===== src/rtl/pipe_if_stage.sv =====
// rtl/pipe_if_stage.sv - instruction fetch stage with IF/ID register, fetch/stall counters and misalign flag
//
// Purpose: holds the PC, drives the instruction memory address, selects the
// next PC from PC+4 or one of three redirect targets, and captures the fetched
// word together with PC+4 into the IF/ID register. A high wpcir freezes the PC
// and the IF/ID register for that edge.
//
// Ports:
//   clock       in   1   rising-edge clock
//   reset       in   1   asynchronous active-high reset
//   wpcir       in   1   1 = hold PC and IF/ID (decode stall)
//   pcsource    in   2   next PC: 0 = PC+4, 1 = bpc, 2 = rpc, 3 = jpc
//   bpc         in  32   branch target
//   rpc         in  32   register (jr) target
//   jpc         in  32   jump target
//   imem_addr   out 32   instruction memory address (= PC)
//   imem_data   in  32   instruction word read combinationally at imem_addr
//   ID_inst     out 32   IF/ID instruction
//   ID_pc4      out 32   IF/ID fetch PC+4
//   ID_valid    out  1   IF/ID holds a fetched instruction
//   fetch_count out 32   non-stalled fetch edges (wrapping)
//   stall_count out 32   stalled edges (wrapping)
//   pc_misalign out  1   sticky: a selected redirect target had bits [1:0] != 0

module pipe_if_stage (
  input  logic        clock,
  input  logic        reset,
  input  logic        wpcir,
  input  logic [1:0]  pcsource,
  input  logic [31:0] bpc,
  input  logic [31:0] rpc,
  input  logic [31:0] jpc,
  output logic [31:0] imem_addr,
  input  logic [31:0] imem_data,
  output logic [31:0] ID_inst,
  output logic [31:0] ID_pc4,
  output logic        ID_valid,
  output logic [31:0] fetch_count,
  output logic [31:0] stall_count,
  output logic        pc_misalign
);

  logic [31:0] pc_q, pc_d;
  logic [31:0] id_inst_q, id_inst_d;
  logic [31:0] id_pc4_q, id_pc4_d;
  logic        id_valid_q, id_valid_d;
  logic [31:0] fetch_count_q, fetch_count_d;
  logic [31:0] stall_count_q, stall_count_d;
  logic        pc_misalign_q, pc_misalign_d;

  logic [31:0] pc4;
  logic [31:0] target;
  logic [31:0] npc;
  logic        target_misaligned;

  // Next-PC selection. PC+4 is always word aligned because PC[1:0] stays 00,
  // so only the redirect targets can raise the misalign flag.
  always_comb begin
    pc4    = pc_q + 32'd4;
    target = pc4;
    unique case (pcsource)
      2'd0:    target = pc4;
      2'd1:    target = bpc;
      2'd2:    target = rpc;
      default: target = jpc;
    endcase
    target_misaligned = (pcsource != 2'd0) && (target[1:0] != 2'b00);
    npc               = {target[31:2], 2'b00};
  end

  always_comb begin
    pc_d          = pc_q;
    id_inst_d     = id_inst_q;
    id_pc4_d      = id_pc4_q;
    id_valid_d    = id_valid_q;
    fetch_count_d = fetch_count_q;
    stall_count_d = stall_count_q;
    pc_misalign_d = pc_misalign_q;
    if (wpcir) begin
      // Stall: pcsource is ignored entirely, including for the misalign flag.
      stall_count_d = stall_count_q + 32'd1;
    end else begin
      pc_d          = npc;
      id_inst_d     = imem_data;
      id_pc4_d      = pc4;
      id_valid_d    = 1'b1;
      fetch_count_d = fetch_count_q + 32'd1;
      pc_misalign_d = pc_misalign_q | target_misaligned;
    end
  end

  always_ff @(posedge clock or posedge reset) begin
    if (reset) begin
      pc_q          <= 32'd0;
      id_inst_q     <= 32'd0;
      id_pc4_q      <= 32'd0;
      id_valid_q    <= 1'b0;
      fetch_count_q <= 32'd0;
      stall_count_q <= 32'd0;
      pc_misalign_q <= 1'b0;
    end else begin
      pc_q          <= pc_d;
      id_inst_q     <= id_inst_d;
      id_pc4_q      <= id_pc4_d;
      id_valid_q    <= id_valid_d;
      fetch_count_q <= fetch_count_d;
      stall_count_q <= stall_count_d;
      pc_misalign_q <= pc_misalign_d;
    end
  end

  assign imem_addr   = pc_q;
  assign ID_inst     = id_inst_q;
  assign ID_pc4      = id_pc4_q;
  assign ID_valid    = id_valid_q;
  assign fetch_count = fetch_count_q;
  assign stall_count = stall_count_q;
  assign pc_misalign = pc_misalign_q;

endmodule


===== config.mk =====
export PLATFORM = sky130hd
export DESIGN_NAME = pipe_if_stage
export DESIGN_NICKNAME = d
export VERILOG_FILES = /design/src/rtl/pipe_if_stage.sv
export SDC_FILE = /design/constraint.sdc
export NUM_CORES = 1
export LEC_CHECK = 0
export BUFFER_PORTS_ARGS = -buffer_cell sky130_fd_sc_hd__buf_2
export CAP_MARGIN = 20
export CORE_ASPECT_RATIO = 1.25
export CORE_MARGIN = 10
export CORE_UTILIZATION = 50
export DETAILED_ROUTE_END_ITERATION = 7
export GPL_ROUTABILITY_DRIVEN = 0
export GPL_TIMING_DRIVEN = 0
export PLACE_DENSITY = 0.81
export SLEW_MARGIN = 10
export SYNTH_ARGS = -nofsm -noshare
export SYNTH_HDL_FRONTEND = slang
export SYNTH_SLANG_ARGS = --single-unit
export TNS_END_PERCENT = 5

===== constraint.sdc =====
create_clock -name clock -period 7 [get_ports clock]
set_input_delay 1.4 -clock clock [delete_from_list [all_inputs] [get_ports clock]]
set_output_delay 1.4 -clock clock [all_outputs]
set_load 0.1 [all_outputs]

==> summary.md, run 1 <==
| Metric | Value |
|---|---|
| Clock latency on the worst-skew pair | `about 430 ps` |
| H-tree levels | `4` |
| Worst slew pin tran | `between 800 and 900 ps` |
| Number of placed I/O pins | `a little under 300` |
| HPWL Detailed | `about 20000 um` |
| Total of flip-flops plus latches after synthesis | `~160` |
| Classification of the worst setup path | `primary input to register` |
| GRT Total Usage | `0.2365` |
| Area share of the largest cell type after synthesis | `0.5021` |
| Number of max-cap violations | `0` |
| Final Worst Setup Slack | `roughly 3800 ps` |
| Cell types occupying the most area after synthesis | `sky130_fd_sc_hd__dfrtp_1, sky130_fd_sc_hd__mux2_2, sky130_fd_sc_hd__xnor2_1` |
| Highest achievable clock rate | `0.3130 GHz` |
| Sequential fraction of the synthesis area | `0.5021` |
| Via Count | `6973` |
| Number of antenna violations at the first check in global routing | `1` |
| Total of cells resized after clock tree synthesis | `0` |
| DRT Wirelength | `between 20000 and 30000 um` |
| Total negative slack for setup checks | `0 ps` |
| Cell Area, Synth | `just under 8000 um2` |
| Setup repair after global routing missed its margin | `no` |
| Area grow syn2layout | `29.35%` |
| Distinct cell type count after synthesis | `65` |
| Via count of the first global-routing pass | `7329` |
| First DRT Iteration DRCs | `between 300 and 400` |
| Commonest non-fill, non-tap cells in the layout | `sky130_fd_sc_hd__buf_2, sky130_fd_sc_hd__dfrtp_1, sky130_fd_sc_hd__nand2_1` |
| Element type at the critical path start | `primary input` |
| Fin. max-slew vios | `0` |
| Power Dens Cells | `330.9 nW/um2` |
| Cell taking the most area after synthesis | `sky130_fd_sc_hd__dfrtp_1` |
| Final setup fails | `0` |
| Maximum fanout encountered on the critical timing path | `10` |
| Routed wire per std cell | `~20 um` |
| Commonest register cell after synthesis | `sky130_fd_sc_hd__dfrtp_1` |
| Effective utilization at floorplan | `0.5078` |
| Minimum period implied by the final worst setup slack | `about 3200 ps` |
| Warning count from the yosys run | `0` |
| Critical path data arrival time | `roughly 3500 ps` |
| Number of buffers inserted to repair setup after CTS | `0` |
| Library cell used as clock root buffer | `sky130_fd_sc_hd__clkbuf_16` |
| Status | `completed` |
| Minimum setup slack after placement | `approximately 3400 ps` |
| CTS buffer count | `17` |
| Mapped Avg Cell Area | `between 10 and 15 um2` |
| Number of standard cells after synthesis | `between 700 and 800` |
| Post-CTS Hold Fix Bufs | `0` |
| Fraction of the cycle the final worst path needs | `0.4565` |
| Fraction of final layout cells with drive strength greater than 1 | `0.3950` |
| First-pass detailed-route iteration total | `5` |
| Worst max-slew margin expressed relative to the limit | `0.4498` |
| Static leakage | `slightly below 5 nW` |
| Sum of overflow across all layers after global routing | `0` |
| Worst EP required | `7280 ps` |
| Die span in x | `approximately 130 um` |
| Number of buffers inserted by port buffering | `between 200 and 300` |
| Pin count of the biggest net entering global routing | `85` |
| Number of buffers between clock root and the deepest sink | `2` |
| Leading cell type in the layout, fill and taps excluded | `sky130_fd_sc_hd__buf_2` |
| Number of standard-cell rows in the floorplan | `51` |
| Post-route DRC | `0` |
| Antenna fix cells | `0` |
| Overall die height | `160.3 um` |
| Peak supply drop | `between 200 and 250 uV` |
| FFs w/ async S/R, synth | `1.000` |
| Nets | `1171` |
| Final worst clock skew | `around 13 ps` |
| Vias per cell | `roughly 5.5` |
| CTS sink count | `between 150 and 200` |
| Total count of hold-check failures in the final report | `0` |
| Count of flip-flops with a built-in enable after synthesis | `0` |
| CTS tree | `done` |
| Kind of path behind the tightest hold check | `register to register` |
| Placeable core region | `about 16000 um2` |
| Global-route wire length before repair | `between 40000 and 50000 um` |
| Die Area | `approximately 21000 um2` |
| Post-route antenna net violation count | `0` |
| CP endpoint kind | `register` |
| Post-layout util | `0.6568` |
| Clock transition at the registers of the reported paths | `70 ps` |
-- registers in the layout (all words and copies together), names as in the netlist --
name	count
stall_count	32
pc_misalign	1
ID_valid	1
fetch_count	32
ID_inst	32
imem_addr	30
ID_pc4	30
-- worst max-delay path, cell delays in order --
cell and delay, ps:
sky130_fd_sc_hd__buf_2 130, sky130_fd_sc_hd__buf_1 340, sky130_fd_sc_hd__nor2_1 750, sky130_fd_sc_hd__clkbuf_1 460, sky130_fd_sc_hd__o21ai_0 170, sky130_fd_sc_hd__a21oi_1 170, sky130_fd_sc_hd__a21oi_1 50
-- Yosys cell counts, types with 3 or more instances --
cell type	number
sky130_fd_sc_hd__or4_1	3
sky130_fd_sc_hd__o22a_1	6
sky130_fd_sc_hd__and3_1	9
sky130_fd_sc_hd__nor3_1	7
sky130_fd_sc_hd__dfrtp_1	158
sky130_fd_sc_hd__xor2_1	19
sky130_fd_sc_hd__mux4_2	5
sky130_fd_sc_hd__nand4_1	24
sky130_fd_sc_hd__clkbuf_1	22
sky130_fd_sc_hd__o21ai_0	34
sky130_fd_sc_hd__nor2_1	29
sky130_fd_sc_hd__a22o_1	6
sky130_fd_sc_hd__a31oi_1	6
sky130_fd_sc_hd__o211ai_1	3
sky130_fd_sc_hd__o22ai_1	7
sky130_fd_sc_hd__mux2_2	58
sky130_fd_sc_hd__buf_1	9
sky130_fd_sc_hd__nand2_1	71
sky130_fd_sc_hd__or3_1	3
sky130_fd_sc_hd__ha_1	3
sky130_fd_sc_hd__and4_1	10
sky130_fd_sc_hd__nand2b_1	4
sky130_fd_sc_hd__a21oi_1	24
sky130_fd_sc_hd__o31a_1	7
sky130_fd_sc_hd__buf_2	3
sky130_fd_sc_hd__nor4_2	3
sky130_fd_sc_hd__xnor2_1	68
sky130_fd_sc_hd__mux2i_1	10
sky130_fd_sc_hd__nand3_2	3
sky130_fd_sc_hd__a22oi_1	10
sky130_fd_sc_hd__buf_4	5
sky130_fd_sc_hd__inv_1	13
sky130_fd_sc_hd__nand3_1	33
sky130_fd_sc_hd__a21o_1	3
sky130_fd_sc_hd__o21ai_1	5
-- worst paths after layout --
check                        startpoint               to  slack (ps)  depth (start not counted)
setup / recovery            pcsource[1]    imem_addr[18]        3800                          7
hold / removal              pc_misalign      pc_misalign         470                          1
setup reg to reg           imem_addr[2]    imem_addr[24]        4710                          6
hold reg to reg             pc_misalign      pc_misalign         470                          1
max in group asynchronous         reset      ID_inst[27]        5160                          3
min in group asynchronous         reset  stall_count[10]        1030                          2
-- power by group --
part | internal [mW] | switching [mW] | leakage [nW] | total [mW]
combinational | 0.250 | 1.10 | 2.59 | 1.35
clock | 0.471 | 0.401 | 0.258 | 0.871
sequential | 1.03 | 0.124 | 1.97 | 1.15
-- metrics by stage --
| stage | std cells | power [mW] | area, um2 | hold WS [ps] |
|---|---|---|---|---|
| floorplan | 725 | 2.231 | 7885 | 984.2 |
| global placement | 1227 | 2.497 | 9602 | 438.1 |
| detailed placement | 1228 | 2.520 | 9637 | 448.2 |
| CTS | 1260 | 3.386 | 10180 | 465.4 |
| global route | 1260 | 3.490 | 10180 | 493.0 |
| finish | 1260 | 3.370 | 10180 | 466.3 |
-- metal layers --
layer | wire length, um | GRT usage | vias up
li1 | - | - | 3221
met1 | 9850 | 0.2647 | 3414
met2 | 13200 | 0.4210 | 291
met3 | 1982 | 0.07116 | 45
met4 | 556 | 0.07565 | 2
met5 | 12 | 0 | -
-- kinds of logic after synthesis --
logic type                 count (synthesis)  synth area share
and+or+nand+nor                          218            0.1514
other                                      1         0.0004763
adders and majority gates                  3          0.004768
DFF                                      158            0.5021
xor gates and xnor gates                  87           0.09677
buffers and inverters                     55           0.03003
AOI/OAI and AO/OA                        127            0.1044
muxes                                     73            0.1100
-- area by class of cell --
class / count / area (um2)
fill: 1312 / 5321
sequential: 158 / 3954
multi-input combinational: 512 / 3695
timing repair buffer: 291 / 1479
clock buffer: 19 / 442.9
tap: 212 / 265.3
buffer: 40 / 180.2
clock inverter: 13 / 105.1
inverter: 15 / 63.81
Note: power is estimated with default switching activity, not from simulation.
==> inputs of run 2 (changes only) <==
Clock period 7 ns to 3.3 ns, I/O delays scaled along.
==> run 2 against run 1 <==
Power up 120%. Critical path depth is 2 lower. Combinational power is 110% higher. Setup slack worse by 3000 ps. Hold slack got worse by 180 ps. Utilization increased by 0.87 points. Final cell count rose by 0.40%. Clock skew shrank 4.1 ps. Sequential share of layout area shrank 0.51 points.
==> summary.md, run 2 (synthesis results as in run 1) <==
| Metric | Value |
|---|---|
| Setup repair after global routing missed its margin | `no` |
| Series of cell instances along the critical path | `buf_2 > clkbuf_1 > clkbuf_1 > buf_1 > mux2_2` |
| Total of fill cells in the finished design | `between 1k and 1.5k` |
| CP endpoint kind | `register` |
| Kind of cell adding the most delay to the critical path | `buffers and inverters` |
| Via Count | `about 7.0k` |
| Post-route insts no fill | `approximately 1.3k` |
| Final setup fails | `0` |
| Leading cell type in the layout, fill and taps excluded | `sky130_fd_sc_hd__buf_2` |
| Number of antenna violations at the first check in global routing | `1` |
| Critical path data arrival time | `2790 ps` |
| Clock transition at the registers of the reported paths | `approximately 70 ps` |
| Final Worst Setup Slack | `~820 ps` |
| First DRT Iteration DRCs | `roughly 510` |
| Fraction of the cycle the final worst path needs | `0.7518` |
| Power Dens Cells | `709.6 nW/um2` |
| Final instance area | `~10000 um2` |
| Clock latency on the worst-skew pair | `approximately 430 ps` |
| Cell with the biggest individual delay on the critical path | `sky130_fd_sc_hd__buf_1` |
| Post-layout util | `0.6655` |
| Buf/Inv on CP | `4` |
| Most common cell type on the critical path | `sky130_fd_sc_hd__clkbuf_1` |
| DRT Wirelength | `around 26000 um` |
| Worst EP required | `around 3600 ps` |
| Worst-case hold slack | `between 200 and 300 ps` |
| Total count of hold-check failures in the final report | `0` |
| HPWL Detailed | `around 21000 um` |
| Sum of overflow across all layers after global routing | `0` |
| Effective utilization at floorplan | `0.5078` |
| Number of buffers inserted by port buffering | `just under 300` |
| Placeable core region | `~16000 um2` |
| Slowest stage delay, CP | `roughly 630 ps` |
| Post-route DRC | `0` |
| Library cell used as clock root buffer | `sky130_fd_sc_hd__clkbuf_16` |
| Die span in x | `~130 um` |
| Commonest non-fill, non-tap cells in the layout | `sky130_fd_sc_hd__buf_2, sky130_fd_sc_hd__dfrtp_1, sky130_fd_sc_hd__nand2_1` |
| Nets | `1175` |
| Static leakage | `4.878 nW` |
| Classification of the worst setup path | `primary input to register` |
| Minimum period implied by the final worst setup slack | `about 2500 ps` |
| Worst slew pin tran | `around 800 ps` |
| Status | `completed` |
| Overall die height | `160.3 um` |
| Post-CTS Hold Fix Bufs | `0` |
| Via count of the first global-routing pass | `7499` |
| Peak supply drop | `~420 uV` |
| Number of buffers between clock root and the deepest sink | `2` |
| Final worst clock skew | `around 8.5 ps` |
| Fin. max-slew vios | `0` |
| CTS buffer count | `17` |
| H-tree levels | `4` |
| GRT Total Usage | `0.2449` |
| First-pass detailed-route iteration total | `7` |
| Area grow syn2layout | `31.07%` |
| Number of placed I/O pins | `~300` |
| CTS tree | `done` |
| Maximum fanout encountered on the critical timing path | `10` |
| Total of cells resized after clock tree synthesis | `0` |
| Fraction of final layout cells with drive strength greater than 1 | `0.3983` |
| Element type at the critical path start | `primary input` |
| Post-route antenna net violation count | `0` |
| Routed wire per std cell | `20.88 um` |
| Total placed instance area | `9721 um2` |
| Minimum setup slack after placement | `354.4 ps` |
| Worst max-slew margin expressed relative to the limit | `0.4552` |
| Pin count of the biggest net entering global routing | `40` |
| Global-route wire length before repair | `approximately 41000 um` |
| Number of buffers inserted to repair setup after CTS | `0` |
| Highest achievable clock rate | `slightly above 0.4 GHz` |
| Kind of path behind the tightest hold check | `primary input to async pin` |
| Number of max-cap violations | `0` |
| Vias per cell | `5.561` |
| Die Area | `approximately 21000 um2` |
| Number of standard-cell rows in the floorplan | `just over 50` |
| Placed insts | `~1.2k` |
| CTS sink count | `roughly 160` |
## run 2: worst register-to-register path, cell delays in order (launching register included)
cell	delay, ps
sky130_fd_sc_hd__dfrtp_1	510
sky130_fd_sc_hd__ha_1	270
sky130_fd_sc_hd__and4_2	340
sky130_fd_sc_hd__nand3_4	160
sky130_fd_sc_hd__or4_4	590
sky130_fd_sc_hd__o31a_1	260
sky130_fd_sc_hd__o22ai_1	140
## run 2: power breakdown
| group | total (mW) | switching, mW | leakage (nW) | internal [mW] |
|---|---|---|---|---|
| clock | 2.00 | 0.849 | 0.285 | 1.15 |
| sequential | 2.45 | 0.272 | 1.97 | 2.18 |
| combinational | 2.87 | 2.34 | 2.62 | 0.539 |
| total | 7.32 | 3.46 | 4.88 | 3.87 |
## run 2: through the flow
step | setup TNS (ps) | total power, mW
after global placement | -60340 | 5.305
after detailed placement | 0 | 5.363
after CTS | 0 | 7.363
after global routing | 0 | 7.591
after floorplan | 0 | 4.733
final | 0 | 7.323
## run 2: path summary, 6_finish.rpt
kind	start	endpoint	slack (ps)	cells after the start
worst max register to register	imem_addr[2]	imem_addr[22]	950	6
min in group clock	imem_data[22]	ID_inst[22]	460	2
worst min register to register	pc_misalign	pc_misalign	470	1
max in group asynchronous	reset	ID_pc4[14]	1860	6
worst max-delay path	wpcir	ID_inst[2]	820	5
worst min-delay path	reset	ID_inst[0]	290	2
## run 2: final cells by class
class                           count  area, um2  area share
Multi-Input combinational cell    512       3695      0.3580
Tap cell                          212      265.3     0.02570
Clock inverter                     14      157.7     0.01528
Sequential cell                   158       3954      0.3831
Timing Repair Buffer              295       1567      0.1518
Buffer                             40      180.2     0.01746
Inverter                           15      60.06    0.005820
Antenna cell                        1      2.502   0.0002425
Clock buffer                       18      439.2     0.04256
## run 2: layer usage
| layer | track usage | vias to the layer above | part of all wire | routed length (um) |
|---|---|---|---|---|
| met1 | 0.2696 | 3402 | 0.37 | 9848 |
| li1 | - | 3229 | - | - |
| met4 | 0.09719 | 0 | 0.032 | 858 |
| met2 | 0.4224 | 350 | 0.50 | 13150 |
| met5 | 0 | - | 0 | 0 |
| met3 | 0.08739 | 54 | 0.097 | 2552 |
==> inputs of run 3 (changes only) <==
Settings changed: ABC_AREA set to 1, CORE_UTILIZATION 50 to 51.
Clock period 3.3 ns to 2.4 ns, I/O delays scaled along.
==> run 3 against run 2 <==
Largest power group unchanged. Power rose by 41%. Clock skew rose by 2.2 ps. Hold slack got worse by 110 ps. Largest cell class is now multi-input combinational cells. Clock power rose by 40%. Combinational power rose by 44%. First-iteration DRC count rose by 56%. Critical endpoint is now imem_addr[24]. Highest routed layer unchanged. Via count rose by 28%. Sequential share of layout area fell by 2.4 points. Final cell count rose by 35%. Critical path type is now register to register.
==> summary.md, run 3 <==
| Metric | Value |
|---|---|
| Fraction of final layout cells with drive strength greater than 1 | `0.2436` |
| Combinational group share of total power | `0.400` |
| CP endpoint kind | `register` |
| Area grow syn2layout | `28.39%` |
| Peak supply drop | `about 770 uV` |
| First DRT Iteration DRCs | `slightly below 800` |
| Static leakage | `~5.9 nW` |
| Minimum period implied by the final worst setup slack | `1930 ps` |
| Placeable core region | `16330 um2` |
| HPWL Detailed | `between 20000 and 25000 um` |
| Sequential fraction of the synthesis area | `0.4617` |
| Classification of the worst setup path | `register to register` |
| Final worst clock skew | `around 11 ps` |
| Fraction of the cycle the final worst path needs | `0.8040` |
| Area share of the largest cell type after synthesis | `0.4617` |
| Number of buffers inserted to repair setup after CTS | `0` |
| Leading cell type in the layout, fill and taps excluded | `sky130_fd_sc_hd__nand2_1` |
| Xor and xnor fraction of the mapped netlist area | `0.06545` |
| Placed insts | `1678` |
| Critical path data arrival time | `2260 ps` |
| Final Worst Setup Slack | `~470 ps` |
| Worst max-slew margin expressed relative to the limit | `0.4682` |
| Post-route antenna net violation count | `0` |
| Cell taking the most area after synthesis | `sky130_fd_sc_hd__dfrtp_1` |
| Distinct cell type count after synthesis | `37` |
| Global-route wire length before repair | `roughly 47000 um` |
| Cell-internal power | `between 5 and 6 mW` |
| Total of flip-flops plus latches after synthesis | `around 160` |
| Clock transition at the registers of the reported paths | `about 60 ps` |
| Die Area | `around 22000 um2` |
| Largest family of logic cells by synthesized area | `simple AND/OR/NAND/NOR gates` |
| Sw Pwr | `4.980 mW` |
| Kind of path behind the tightest hold check | `primary input to async pin` |
| Number of standard-cell rows in the floorplan | `52` |
| Cell Area, Synth | `8564 um2` |
| Via Count | `8983` |
| Setup repair after global routing missed its margin | `no` |
| Number of max-cap violations | `0` |
| Library cell used as clock root buffer | `sky130_fd_sc_hd__clkbuf_16` |
| Sum of overflow across all layers after global routing | `0` |
| Maximum fanout encountered on the critical timing path | `5` |
| Pin count of the biggest net entering global routing | `38` |
| Count of flip-flops with a built-in enable after synthesis | `0` |
| Mapped Avg Cell Area | `around 7.4 um2` |
| Fin. max-slew vios | `0` |
| Share of the synthesized area in compound gates (AO/OA/AOI/OAI) | `0.04470` |
| Number of standard cells after synthesis | `1165` |
| Commonest register cell after synthesis | `sky130_fd_sc_hd__dfrtp_1` |
| Total count of hold-check failures in the final report | `0` |
| CTS tree | `done` |
| Worst-case hold slack | `179.5 ps` |
| Number of buffers between clock root and the deepest sink | `2` |
| Adder and majority cell fraction of the synthesized area | `0.004383` |
| Number of antenna violations at the first check in global routing | `2` |
| Post-route insts no fill | `roughly 1.7k` |
| Vias per cell | `between 5 and 6` |
| Element type at the critical path start | `register` |
| Overall die height | `164.9 um` |
| Number of placed I/O pins | `roughly 300` |
| Clock latency on the worst-skew pair | `between 400 and 500 ps` |
| Warning count from the yosys run | `0` |
| Die span in x | `approximately 140 um` |
| Power Dens Cells | `936.2 nW/um2` |
| Share of power burned in registers | `0.328` |
| Status | `completed` |
| Final setup fails | `0` |
| H-tree levels | `4` |
| GRT Total Usage | `0.2639` |
| First-pass detailed-route iteration total | `5` |
| CTS sink count | `between 150 and 200` |
| Post-route DRC | `0` |
| Multiplexer share of the synthesized area | `0` |
| Post-CTS Hold Fix Bufs | `0` |
| Via count of the first global-routing pass | `slightly below 9k` |
| Worst slew pin tran | `797.6 ps` |
| Cell types occupying the most area after synthesis | `sky130_fd_sc_hd__dfrtp_1, sky130_fd_sc_hd__nand2_1, sky130_fd_sc_hd__nor2_1` |
| Simple-Gate Fraction of Synth Area | `0.3652` |
| Most instantiated cells after synthesis | `sky130_fd_sc_hd__nand2_1, sky130_fd_sc_hd__dfrtp_1, sky130_fd_sc_hd__nor2_1` |
| Post-layout util | `0.6733` |
| Number of buffers inserted by port buffering | `290` |
| Minimum setup slack after placement | `between 100 and 150 ps` |
| Net switching share of the total power | `0.4838` |
| Highest achievable clock rate | `slightly above 0.5 GHz` |
| Commonest non-fill, non-tap cells in the layout | `sky130_fd_sc_hd__nand2_1, sky130_fd_sc_hd__buf_2, sky130_fd_sc_hd__dfrtp_1` |
| Worst EP required | `around 2700 ps` |
| Fraction of power consumed by the clock network | `0.272` |
| Effective utilization at floorplan | `0.5244` |
| CTS buffer count | `17` |
| Most frequently used cell type in the post-synthesis netlist | `sky130_fd_sc_hd__nand2_1` |
| Routed wire per std cell | `roughly 18 um` |
| FFs w/ async S/R, synth | `1.000` |
| Total of cells resized after clock tree synthesis | `0` |
| DRT Wirelength | `30150 um` |
| Nets | `roughly 1.6k` |
run 3: cell count changes after synthesis, sizes merged, moves of 12 or more:
cell | before | now
nor2 | 29 | 155
mux2 | 58 | 0
a21oi | 24 | 2
inv | 14 | 85
nand2 | 71 | 498
xor2 | 19 | 46
nand3 | 37 | 49
xnor2 | 68 | 18
nor3 | 8 | 23
o21ai | 39 | 14
a221oi | 0 | 20
run 3: path summary, 6_finish.rpt:
path | start | end | slack [ps] | cells past startpoint
worst max-delay path | imem_addr[2] | imem_addr[24] | 470 | 12
worst min register to register | pc_misalign | pc_misalign | 450 | 1
max in group asynchronous | reset | imem_addr[3] | 1350 | 4
min in group clock | imem_data[10] | ID_inst[10] | 240 | 3
worst min-delay path | reset | imem_addr[24] | 180 | 2
worst max register to register | imem_addr[2] | imem_addr[24] | 470 | 12
run 3: critical path, cell delays in order (launching register included):
cell	delay, ps
sky130_fd_sc_hd__dfrtp_1	440
sky130_fd_sc_hd__ha_1	200
sky130_fd_sc_hd__nand2_1	70
sky130_fd_sc_hd__inv_1	110
sky130_fd_sc_hd__nand3_1	170
sky130_fd_sc_hd__nor2_1	360
sky130_fd_sc_hd__nand2_1	100
sky130_fd_sc_hd__nand2_1	90
sky130_fd_sc_hd__nand2_1	60
sky130_fd_sc_hd__nand2_1	70
sky130_fd_sc_hd__nand2_1	60
sky130_fd_sc_hd__nand2_1	60
sky130_fd_sc_hd__nand2_1	40
run 3: kinds of logic after synthesis:
logic type,count (synthesis)
and+or+nand+nor,759
adders and majority gates,3
xor gates and xnor gates,64
buffers and inverters,125
other,1
AOI/OAI and AO/OA,55
DFF,158
run 3: metrics by stage:
| step | total power, mW | instance area (um2) | setup TNS (ps) |
|---|---|---|---|
| after detailed placement | 7.515 | 10380 | 0 |
| after CTS | 10.29 | 10990 | 0 |
| after floorplan | 6.629 | 8579 | -12780 |
| final | 10.29 | 11000 | 0 |
| after global routing | 10.64 | 10990 | 0 |
| after global placement | 7.459 | 10300 | -171520 |
run 3: cell type report:
cell class	count	area [um2]
plain buffers	39	175.2
flip-flops and latches	158	3954
clock buffers	21	480.5
multi-input cells	885	4124
diodes	3	7.507
repair buffers	294	1531
clock inverters	11	126.4
well taps	216	270.3
inverters	86	326.6
fillers	1423	5335
run 3: power groups by stage:
stage / Combinational [mW] / Clock [mW] / Sequential [mW]
after floorplan: 0.871 / 0 / 5.76
after global placement: 4.07 / 0 / 3.39
after detailed placement: 4.12 / 0 / 3.39
after CTS: 4.14 / 2.80 / 3.36
after global routing: 4.32 / 2.90 / 3.42
final: 4.12 / 2.80 / 3.37
run 3: metal layers:
metal	wire length, um	vias to the layer above	global-route usage	share of wire
met1	11350	4191	0.3052	0.38
met2	14970	433	0.4504	0.50
met5	0	-	0	0
li1	-	4296	-	-
met4	1035	0	0.1091	0.034
met3	2787	63	0.07295	0.092
